===== config.mk =====
export PLATFORM = sky130hd
export DESIGN_NAME = i2s_tx_stereo
export DESIGN_NICKNAME = d
export VERILOG_FILES = /design/src/rtl/i2s_tx_stereo.sv
export SDC_FILE = /design/constraint.sdc
export NUM_CORES = 1
export LEC_CHECK = 0
export CORE_MARGIN = 2
export CORE_UTILIZATION = 59
export DETAILED_ROUTE_END_ITERATION = 10
export GPL_TIMING_DRIVEN = 0
export PLACE_DENSITY = 0.8
export SYNTH_ARGS = -nofsm -noshare
export SYNTH_HDL_FRONTEND = slang
export SYNTH_SLANG_ARGS = --single-unit

===== constraint.sdc =====
create_clock -name clk -period 4.3 [get_ports clk]
set_input_delay 0.86 -clock clk [delete_from_list [all_inputs] [get_ports clk]]
set_output_delay 0.86 -clock clk [all_outputs]
set_load 0.02 [all_outputs]

===== src/rtl/i2s_tx_stereo.sv =====
// I2S (Philips) stereo transmitter with fractional BCK/LRCK generation and a one-pair input holding register.
// Latency: a pair accepted before a frame load goes out in that frame, left MSB first, one BCK after the LRCK fall.
// Backpressure: s_ready drops while the holding register is full and rises the clk after the next frame load.
// Optional build macro I2S_TX_TESTGEN_EN adds test_en: frames then carry a counter pattern instead of port data.
module i2s_tx_stereo #(
  parameter int CLK_HZ    = 12000000,
  parameter int SAMPLE_HZ = 44100,
  parameter int DATA_W    = 16,
  parameter int SLOT_W    = 16,
  parameter int ACC_W     = 25
) (
  input  logic              clk,
  input  logic              rst_n,
  input  logic              s_valid,
  output logic              s_ready,
  input  logic [DATA_W-1:0] s_left,
  input  logic [DATA_W-1:0] s_right,
  output logic              bck,
  output logic              lrck,
  output logic              din,
  output logic              frame_start,
  output logic              underrun
`ifdef I2S_TX_TESTGEN_EN
  ,
  input  logic              test_en
`endif
);

  localparam longint INC_L = longint'(4) * longint'(SAMPLE_HZ) * longint'(SLOT_W);
  localparam int     FW    = 2 * SLOT_W;
  localparam int     PW    = $clog2(FW);
  localparam logic [ACC_W-1:0] INC_A = ACC_W'(INC_L);
  localparam logic [ACC_W-1:0] CLK_A = ACC_W'(longint'(CLK_HZ));

  // Reject configurations the accumulator or slot layout cannot represent.
  if (INC_L > longint'(CLK_HZ)) begin : g_err_rate
    $error("i2s_tx_stereo: bit-clock edge rate exceeds CLK_HZ");
  end
  if (DATA_W < 1 || DATA_W > SLOT_W) begin : g_err_width
    $error("i2s_tx_stereo: DATA_W must be in 1..SLOT_W");
  end
  if ((longint'(CLK_HZ) + INC_L) >= (longint'(1) << ACC_W)) begin : g_err_acc
    $error("i2s_tx_stereo: ACC_W too small for CLK_HZ + INC");
  end

  logic [ACC_W-1:0]  acc, acc_sum;
  logic              tick, fall, load;
  logic [PW-1:0]     pos, pos_nxt;
  logic [FW-1:0]     sh, frame;
  logic              hold_full, hold_full_nxt, hold_clr, hold_fill;
  logic [DATA_W-1:0] hold_l, hold_r, ld_l, ld_r;
  logic              accept, bypass, ld_und, test_mode;
`ifdef I2S_TX_TESTGEN_EN
  logic [DATA_W-1:0] cnt;
  logic              cnt_inc;
  assign test_mode = test_en;
`else
  assign test_mode = 1'b0;
`endif

  // Phase accumulator: one tick per BCK edge, exact long-term rate.
  always_comb begin
    acc_sum = acc + INC_A;
    tick    = (acc_sum >= CLK_A);
    fall    = tick && bck;
    pos_nxt = (pos == PW'(FW - 1)) ? '0 : pos + 1'b1;
    load    = fall && (pos_nxt == PW'(1));
  end

  // Pick the frame source at load time: holding register, bypass, or silence.
  always_comb begin
    ld_l     = '0;
    ld_r     = '0;
    ld_und   = 1'b0;
    hold_clr = 1'b0;
    bypass   = 1'b0;
    accept   = s_valid && s_ready;
`ifdef I2S_TX_TESTGEN_EN
    cnt_inc  = 1'b0;
`endif
    if (load) begin
`ifdef I2S_TX_TESTGEN_EN
      if (test_en) begin
        ld_l    = cnt;
        ld_r    = ~cnt;
        cnt_inc = 1'b1;
      end else
`endif
      if (hold_full) begin
        ld_l     = hold_l;
        ld_r     = hold_r;
        hold_clr = 1'b1;
      end else if (accept) begin
        ld_l   = s_left;
        ld_r   = s_right;
        bypass = 1'b1;
      end else begin
        ld_und = 1'b1;
      end
    end
    hold_fill     = accept && !bypass;
    hold_full_nxt = hold_clr ? 1'b0 : (hold_fill ? 1'b1 : hold_full);
    frame = {SLOT_W'(ld_l) << (SLOT_W - DATA_W), SLOT_W'(ld_r) << (SLOT_W - DATA_W)};
  end

  // Accumulator, bit clock, word select and serial shifter.
  always_ff @(posedge clk or negedge rst_n) begin
    if (!rst_n) begin
      acc         <= '0;
      bck         <= 1'b0;
      lrck        <= 1'b1;
      din         <= 1'b0;
      pos         <= PW'(FW - 1);
      sh          <= '0;
      frame_start <= 1'b0;
      underrun    <= 1'b0;
    end else begin
      acc         <= tick ? acc_sum - CLK_A : acc_sum;
      frame_start <= load;
      underrun    <= ld_und;
      if (tick) bck <= !bck;
      if (fall) begin
        pos  <= pos_nxt;
        lrck <= (pos_nxt >= PW'(SLOT_W));
        if (load) begin
          din <= frame[FW-1];
          sh  <= frame << 1;
        end else begin
          din <= sh[FW-1];
          sh  <= sh << 1;
        end
      end
    end
  end

  // One-pair holding register and its registered ready.
  always_ff @(posedge clk or negedge rst_n) begin
    if (!rst_n) begin
      hold_full <= 1'b0;
      hold_l    <= '0;
      hold_r    <= '0;
      s_ready   <= 1'b1;
    end else begin
      hold_full <= hold_full_nxt;
      s_ready   <= !hold_full_nxt && !test_mode;
      if (hold_fill) begin
        hold_l <= s_left;
        hold_r <= s_right;
      end
    end
  end

`ifdef I2S_TX_TESTGEN_EN
  // Test pattern counter, advanced once per test-mode frame.
  always_ff @(posedge clk or negedge rst_n) begin
    if (!rst_n) cnt <= '0;
    else if (cnt_inc) cnt <= cnt + 1'b1;
  end
`endif

endmodule


==> impl_results.md <==
- Final Hold Violating Endpoints: 0
- Mapped Area: 5370 sq um
- Dpl cells: between 600 and 700
- Clock Pin Slew Worst Setup and Hold Paths: 0.09 ns
- Final period util: 85.8%
- Mux cell area share after synthesis: 15.7%
- GP Congestion: approximately 0.94
- Most frequent cell after synthesis: dfrtp_1
- Unique masters post-synth: 70
- Gr usage total: between 20% and 30%
- Required time worst endpoint: roughly 4.6 ns
- WHS: between 0.4 and 0.5 ns
- Worst path top cell family by delay: compound AO/OA/AOI/OAI gates
- Top_reg_cell synth: dfrtp_1
- YS warnings: 0
- # Post-CTS Setup Buffers: 0
- DIE HEIGHT: slightly below 100 um
- Post-synth top area share: about two fifths
- Via density: between 5 and 6
- Fillcell total: a little under 700
- Die area: approximately 10000 sq um
- Pwr Density: approximately 360 nW/um^2
- Maximum VDD drop: ~0.20 mV
- Worst Skew: approximately 0.017 ns
- Seq cells post-synth: between 90 and 100
- Worst endpoint data arrival time: a little under 4 ns
- Initial drt markers: roughly 170
- Site Rows: 34
- Status: complete, no violations
- Residual DRC count: 0
- Root Driver: clkbuf_8
- Vias: slightly above 4000
- Largest area contributor in the netlist: dfrtp_1
- XOR/XNOR share of the synthesized area: about 4.4%
- Initial Utilization: around 61%
- Synth Net Count: between 500 and 600
- Share of layout cells above drive strength 1: 15.3%
- Final-report max-slew violation count: 0
- Final antenna-violating net count: 0
- Avg Cell Area, Syn: 10.1 sq um
- Initial antenna violation count: 0
- H-tree levels: 3
- EDFF count, synth: 0
- Hold Path Class: input port to async pin
- Post-Synth Simple-Gate Area: roughly 14%
- Clock sink count: 91
- Largest family of logic cells by synthesized area: compound AO/OA/AOI/OAI gates
- Final HPWL DP: approximately 8000 um
- WL/cell: 16.1 um
- Crit path max fanout: 10
- CP Launch Type: flip-flop
- Synth async-reset ratio: 100%
- Core box area: 8760 sq um
- CP Class: flip-flop to flip-flop
- Routed Wire Length: around 11000 um
- Overflow after GRT: 0
- Layout Utilization: a little over two thirds
- I/O Pins: 41
- Worst-margin pin slew: about 0.8 ns
- Top cells by area, synth: dfrtp_1, mux2_4, mux2i_1
- PortBufs: 40
- RSZ-0062 raised after global routing: false
- Clock tree buffer depth: 2
- Synth Area in Compound Gates: 16.8%
- Layout overhead on the synthesized area: 14.3%
- Placed cell area: roughly 5900 sq um
- Post-layout min period: between 3 and 4 ns
- Post-synth top cells: dfrtp_1, nand2_1, o21ai_0
- LEAKAGE: about 0.0028 uW
- N_diodes: 0
- Design area: slightly above 6000 sq um
- Total CTS buffers: 9
- Synth Area in Adders: 0.933%
- Syn Inst Count: 530
- Largest net degree at the start of global routing: 57
- Worst-path cell chain: ha_1, clkbuf_1, a31oi_1, nor2_1, o211ai_1, a22oi_1, a211o_1, a22o_1, buf_6, nand2_8, o311a_4, buf_12, mux2_4
- CP max stage delay: 0.48 ns
- Hold bufs inserted after CTS: 0
- Slew headroom: 47.5%
- Register area share after synthesis: 42.6%
- Vias in the first global route: 4100
- Layout Nets: 621
- CTS tree: yes
- Setup TNS: 0 ns
- Finished Layout Cells: 695
- Crit-path slowest cell: dfrtp_1
- Final-report setup violation count: 0
- Post-CTS sizing: 0
- Buf/Inv on CP: 3
- Max-Cap Viols: 0
- First-pass GRT wire length: 19700 um
- Worst-Skew Late Latency: 0.37 ns
- Crit. End Element: flip-flop
- First-pass DRT Iterations: 5
- Max Freq: approximately 270 MHz
- Die extent in x: between 90 and 100 um
[metrics by stage]
stage / total power [uW] / setup WS (ns)
after detailed placement: 1610 / 0.699
after CTS: 2220 / 0.657
after floorplan: 1470 / 1.19
after global placement: 1580 / -0.937
after global routing: 2320 / 0.377
final: 2210 / 0.611
[cells in the final DEF (no fill, tap or decap), types with 4 or more instances in the layout]
cell	instances
dfrtp_1	85
nand2_1	52
o21ai_0	46
a21oi_1	40
nor3_1	39
clkdlybuf4s50_1	39
mux2i_1	36
mux2_4	30
clkbuf_1	24
xnor2_1	20
nor2_1	15
clkbuf_8	9
buf_2	8
inv_1	8
nand3_1	7
nand2b_1	7
xor2_1	7
and3_1	6
dfstp_2	6
buf_4	5
and2_1	5
nand4_1	4
ha_1	4
[layout make-up]
class	count	area [sq um]	area share, %
multi-input combinational	388	2790	45.6
sequential	91	2280	37.3
timing repair buffer	41	425	6.94
buffer	43	258	4.20
tap	108	135	2.20
clock buffer	9	124	2.02
clock inverter	7	81.3	1.33
inverter	8	30.0	0.490
[layer usage]
layer	up-vias	GRT usage [%]	share of wire [%]
li1	2002	-	-
met1	2011	34.8	47
met2	91	38.9	48
met3	13	3.65	4.2
met4	0	7.80	1.4
met5	-	0	0
[registers in the layout (all words and copies together) (netlist names)]
name,flops
underrun,1
hold_r,16
bck,1
acc,17
din,1
lrck,1
hold_l,16
hold_full,1
frame_start,1
pos,4
s_ready,1
sh,31
[report_power, final]
group          switching (uW)  internal, uW  total (uW)
clock                     337           277         614
combinational             174           287         461
sequential               96.1          1030        1130
[worst paths after layout]
check / startpoint / end / slack [ns] / cells after the start
min reg2reg: sh[23] / sh[23] / 0.49 / 2
max: acc[9] / hold_l[3] / 0.61 / 13
max in group asynchronous: rst_n / s_ready / 3.17 / 2
min in group clk: sh[23] / sh[23] / 0.49 / 2
min: rst_n / hold_l[10] / 0.46 / 1
max reg2reg: acc[9] / hold_l[3] / 0.61 / 13
[cell families after synthesis]
kind of cell	after synthesis
xor gates and xnor gates	27
AOI/OAI and AO/OA	135
DFF	91
buffers and inverters	51
adders and majority gates	4
muxes	69
and+or+nand+nor	153
[worst register-to-register path, delay by kind of cell (launching register included)]
| family | cells | cell delay (ns) |
|---|---|---|
| compound gates | 6 | 1.81 |
| fa+ha+maj | 1 | 0.25 |
| buf+inv | 3 | 0.55 |
| flops | 1 | 0.48 |
| mux | 1 | 0.31 |
| simple gates | 2 | 0.18 |
No activity file was read; power rests on OpenSTA's default activity.
